--- src/rtl/cnn_pkg.sv ---
// Shared definitions for the CNN pooling blocks: compare-mode encoding
// and the helper that locates a lane inside a packed multi-lane bus.
package cnn_pkg;

   localparam int MAX_UNSIGNED = 0;
   localparam int MAX_SIGNED   = 1;

   function automatic int lane_lsb(input int lane, input int width);
      return lane * width;
   endfunction

endpackage

--- src/rtl/max_lane.sv ---
// One lane of the max-pool accumulator: running-max register with a
// direct load on the first sample of a window and a compare afterwards.
module max_lane
   import cnn_pkg::*;
#(
   parameter int N      = 8,
   parameter int SIGNED = MAX_UNSIGNED
) (
   input  logic         clk,
   input  logic         master_rst,
   input  logic         clear,
   input  logic         load,
   input  logic         update,
   input  logic [N-1:0] din,
   output logic [N-1:0] run_next
);

   logic [N-1:0] run_q;
   logic [N-1:0] run_d;
   logic         din_gt;

   always_comb begin
      if (SIGNED == MAX_SIGNED) begin
         din_gt = $signed(din) > $signed(run_q);
      end else begin
         din_gt = din > run_q;
      end
   end

   // Ties keep the stored value; a cleared window is zeroed so it cannot leak.
   always_comb begin
      run_d = run_q;
      if (clear) begin
         run_d = '0;
      end else if (load) begin
         run_d = din;
      end else if (update && din_gt) begin
         run_d = din;
      end
   end

   always_ff @(posedge clk) begin
      if (master_rst) begin
         run_q <= '0;
      end else begin
         run_q <= run_d;
      end
   end

   assign run_next = run_d;

endmodule

--- src/rtl/maxpool_acc.sv ---
// Multi-lane max-pool accumulator: tracks the per-lane maximum over windows
// of K samples and presents each completed window's result for one cycle.
module maxpool_acc
   import cnn_pkg::*;
#(
   parameter int N      = 8,
   parameter int C      = 4,
   parameter int K      = 4,
   parameter int SIGNED = MAX_UNSIGNED
) (
   input  logic                 clk,
   input  logic                 master_rst,
   input  logic                 ce,
   input  logic                 clr,
   input  logic                 in_valid,
   input  logic [C*N-1:0]       din,
   output logic [C*N-1:0]       dout,
   output logic                 out_valid,
   output logic [$clog2(K)-1:0] cnt
);

   localparam int            CW       = $clog2(K);
   localparam logic [CW-1:0] CNT_LAST = CW'(K - 1);

   logic [CW-1:0]  cnt_q, cnt_d;
   logic [C*N-1:0] dout_q, dout_d;
   logic           out_valid_q, out_valid_d;
   logic [C*N-1:0] run_next_all;
   logic           accept, clear, first, last;

   assign clear  = ce && clr;
   assign accept = ce && in_valid && !clr;
   assign first  = (cnt_q == '0);
   assign last   = (cnt_q == CNT_LAST);

   for (genvar g = 0; g < C; g++) begin : g_lane
      max_lane #(
         .N      (N),
         .SIGNED (SIGNED)
      ) u_lane (
         .clk        (clk),
         .master_rst (master_rst),
         .clear      (clear),
         .load       (accept && first),
         .update     (accept && !first),
         .din        (din[lane_lsb(g, N) +: N]),
         .run_next   (run_next_all[lane_lsb(g, N) +: N])
      );
   end

   // The K-th sample both closes the window and captures its final maxima.
   always_comb begin
      cnt_d       = cnt_q;
      dout_d      = dout_q;
      out_valid_d = 1'b0;
      if (clear) begin
         cnt_d = '0;
      end else if (accept) begin
         if (last) begin
            cnt_d       = '0;
            dout_d      = run_next_all;
            out_valid_d = 1'b1;
         end else begin
            cnt_d = cnt_q + 1'b1;
         end
      end
   end

   always_ff @(posedge clk) begin
      if (master_rst) begin
         cnt_q       <= '0;
         dout_q      <= '0;
         out_valid_q <= 1'b0;
      end else begin
         cnt_q       <= cnt_d;
         dout_q      <= dout_d;
         out_valid_q <= out_valid_d;
      end
   end

   assign cnt       = cnt_q;
   assign dout      = dout_q;
   assign out_valid = out_valid_q;

endmodule

--- config.mk ---
export PLATFORM = sky130hd
export DESIGN_NAME = maxpool_acc
export DESIGN_NICKNAME = d
export VERILOG_FILES = /design/src/rtl/cnn_pkg.sv /design/src/rtl/max_lane.sv /design/src/rtl/maxpool_acc.sv
export SDC_FILE = /design/constraint.sdc
export NUM_CORES = 1
export LEC_CHECK = 0
export CAP_MARGIN = 30
export CORE_ASPECT_RATIO = 1.1
export CORE_MARGIN = 8
export CORE_UTILIZATION = 23
export DETAILED_ROUTE_END_ITERATION = 8
export HOLD_SLACK_MARGIN = 0.05
export PLACE_DENSITY = 0.46
export SYNTH_ARGS = -nofsm -noshare
export SYNTH_HDL_FRONTEND = slang
export SYNTH_SLANG_ARGS = --single-unit
--- constraint.sdc ---
create_clock -name clk -period 3.55 [get_ports clk]
set_clock_uncertainty 0.15 [all_clocks]
set_input_delay 0.355 -clock clk [delete_from_list [all_inputs] [get_ports clk]]
set_output_delay 0.355 -clock clk [all_outputs]
set_load 0.005 [all_outputs]
==> impl_metrics.env <==
export IMPL_grt_total_usage_pct=10.3
export IMPL_start_kind="flip-flop"
export IMPL_synth_warning_count=0
export IMPL_ys_seq_elements=67
export IMPL_path_class="reg -> reg"
export IMPL_area_growth_pct=37.1
export IMPL_setup_viol=0
export IMPL_fin_crit_ns=2.43
export IMPL_power_leakage_nw=1.53
export IMPL_synth_edf_count=0
export IMPL_finalNonFillerCells=638
export IMPL_die_height_um=141
export IMPL_cts_made_buffers=9
export IMPL_place_gp_congestion=0.743
export IMPL_slew_viol_final=0
export IMPL_seqPwrFrac_pct=41.7
export IMPL_avgViaCountPerCell=4.31
export IMPL_worst_slack_ns=1.12
export IMPL_dpl_hpwl_um=6350
export IMPL_path_cells="inv_1 -> ha_1 -> nand4b_1 -> nor2_1 -> a21oi_1 -> o21a_1 -> mux2i_1 -> o21ai_1"
export IMPL_cts_htree_levels=3
export IMPL_drtAntennaViolNets=0
export IMPL_wl_per_cell_um=14.0
export IMPL_cts_sinks=67
export IMPL_status="completed"
export IMPL_postCtsSetupRepairBufs=0
export IMPL_power_frac_comb_pct=9.8
export IMPL_dp_cells=622
export IMPL_nets=516
export IMPL_postSynth_asyncResetShare_pct=0
export IMPL_cts_resized_gates=0
export IMPL_grt_pass1_vias=2859
export IMPL_antenna_cells=0
export IMPL_power_density_nw_per_um2=411
export IMPL_synthCells=374
export IMPL_layout_common_cells="clkdlybuf4s50_1 (71), dfxtp_1 (67), nand2_1 (39), nor2_1 (38)"
export IMPL_fin_tns_setup_ns=0
export IMPL_fmax_mhz=412
export IMPL_core_area_um2=13800
export IMPL_switching_share_pct=23.6
export IMPL_yosysTopAreaCell="dfxtp_1"
export IMPL_fillers=1461
export IMPL_grt_start_max_net_pins=35
export IMPL_dieWidth_um=129
export IMPL_synth_cell_area_um2=3250
export IMPL_drive_gt1_share_pct=5.78
export IMPL_maxCapViolations=0
export IMPL_cts_clk_slew_worst_paths_ns=0.06
export IMPL_vias=2748
export IMPL_syn_avg_cell_area_um2=8.70
export IMPL_required_ns=3.62
export IMPL_antenna_found_initial=0
export IMPL_clk_latency_ns=0.33
export IMPL_worstMarginPinSlew_ns=0.563
export IMPL_grt_pass1_wl_um=14700
export IMPL_final_common_cell="clkdlybuf4s50_1"
export IMPL_remaining_drc_errors=0
export IMPL_hold_buffers=0
export IMPL_io_pins=72
export IMPL_io_buffers=71
export IMPL_yosys_top_cells_area="dfxtp_1 (41%), ha_1 (13%), mux2i_1 (9.8%)"
export IMPL_first_pass_iters=5
export IMPL_dieArea_um2=18200
export IMPL_cp_end_kind="flip-flop"
export IMPL_synth_nets=445
export IMPL_power_switching_w=0.000433
export IMPL_synth_cell_types=27
export IMPL_ys_seq_area_share_pct=41.2
export IMPL_crit_slowest_cell="ha_1"
export IMPL_final_hold_viol_count=0
export IMPL_drt_total_wl_um=8940
export IMPL_slew_headroom_pct=62.5
export IMPL_arrival_ns=2.49
export IMPL_fin_crit_sh_pct=68.4
export IMPL_start_util_pct=23.6
export IMPL_dp_slack_ns=0.897
export IMPL_drtIter0Drc=190
export IMPL_fp_row_count=45
export IMPL_max_stage_delay_ns=0.50
export IMPL_p_clk_share_pct=48.5
export IMPL_synth_top_area_share_pct=41.2
export IMPL_max_vdd_ir_drop_v=0.000149
export IMPL_clockBufferDepth=2
export IMPL_internal_power_w=0.00140
export IMPL_ctsRootBufferMaster="clkbuf_16"
export IMPL_final_util_pct=32.4
export IMPL_grt_overflow_total=0
export IMPL_rsz0062_at_grt="no"
export IMPL_synth_top_flop_cell="dfxtp_1"
export IMPL_hold_class="reg -> reg"
export IMPL_worstPathMaxFanout=8
export IMPL_cts_tree="yes"
-- cells in the mapped netlist (2+ instances only) --
library cell and n:
nand2_1 39, a21oi_1 14, o21a_1 2, nor3_1 2, nor2_1 39, nand4_1 7
a211oi_1 2, ha_1 34, o31ai_1 2, o21ai_0 34, o21ai_1 32, mux2i_1 32
clkbuf_1 13, dfxtp_1 67, a21oi_4 2, inv_1 34, o211ai_1 4, a21o_1 3
nor2b_1 4
-- cells by family (layout without fill, tap and decap cells) --
logic type               count (synthesis)  count (layout)  synth area share, %
adder cells (fa/ha/maj)                 34              34                 13.1
AND/OR/NAND/NOR                         95              95                 12.3
buffers and inverters                   49             125                 6.00
AO/OA/AOI/OAI                           97              97                 17.6
flip-flops                              67              67                 41.2
multiplexers                            32              32                 9.84
-- registers in the layout, indices dropped and copies added, names as in the netlist --
register,flops
cnt,2
dout,32
out_valid,1
g_lane.u_lane.run_q,32
-- cell type report --
| type | count | area [um2] | share of cell area (%) |
|---|---|---|---|
| flip-flops and latches | 67 | 1340 | 30.1 |
| well taps | 188 | 235 | 5.27 |
| inverters | 34 | 128 | 2.86 |
| clock inverters | 6 | 55.1 | 1.23 |
| repair buffers | 75 | 741 | 16.6 |
| clock buffers | 10 | 239 | 5.35 |
| multi-input cells | 258 | 1720 | 38.6 |
-- critical path: cells and delay by family (launching register included) --
family / cells / cell delay (ns)
mux: 1 / 0.31
flops: 1 / 0.35
fa+ha+maj: 1 / 0.50
buf+inv: 1 / 0.07
compound gates: 3 / 0.71
simple gates: 2 / 0.22
-- worst paths after layout --
kind,startpoint,endpoint,slack (ns),depth (start not counted)
min reg2reg,dout[9]$_SDFFE_PP0P_,dout[9]$_SDFFE_PP0P_,0.31,2
min,dout[9]$_SDFFE_PP0P_,dout[9]$_SDFFE_PP0P_,0.31,2
max reg2reg,cnt[1]$_SDFFE_PP0P_,dout[22]$_SDFFE_PP0P_,1.12,8
max,cnt[1]$_SDFFE_PP0P_,dout[22]$_SDFFE_PP0P_,1.12,8
-- metrics by stage --
| stage | hold slack, ns | power (W) | instance area (um2) |
|---|---|---|---|
| 6_report | 0.309 | 0.00184 | 4460 |
| 5_1_grt | 0.329 | 0.00192 | 4460 |
| 4_1_cts | 0.309 | 0.00186 | 4460 |
| 3_5_place_dp | 0.302 | 0.000964 | 4170 |
| 3_3_place_gp | 0.297 | 0.000963 | 4170 |
| 2_1_floorplan | 0.303 | 0.000882 | 3250 |
-- metal layers --
layer | vias to the layer above | global-route usage [%] | wire, um
li1 | 1424 | - | -
met1 | 1260 | 12.5 | 4230
met2 | 53 | 16.4 | 4020
met3 | 11 | 3.17 | 528
met4 | 0 | 4.77 | 165
met5 | - | 0 | 0
-- power groups by stage --
stage,registers (W),logic [W],clock network [W]
global route,0.000767,0.000202,0.000954
global placement,0.000782,0.000180,0
finish,0.000766,0.000179,0.000890
detailed placement,0.000782,0.000181,0
CTS,0.000766,0.000183,0.000912
floorplan,0.000782,0.000100,0
Power figures use the tool's default switching activity.
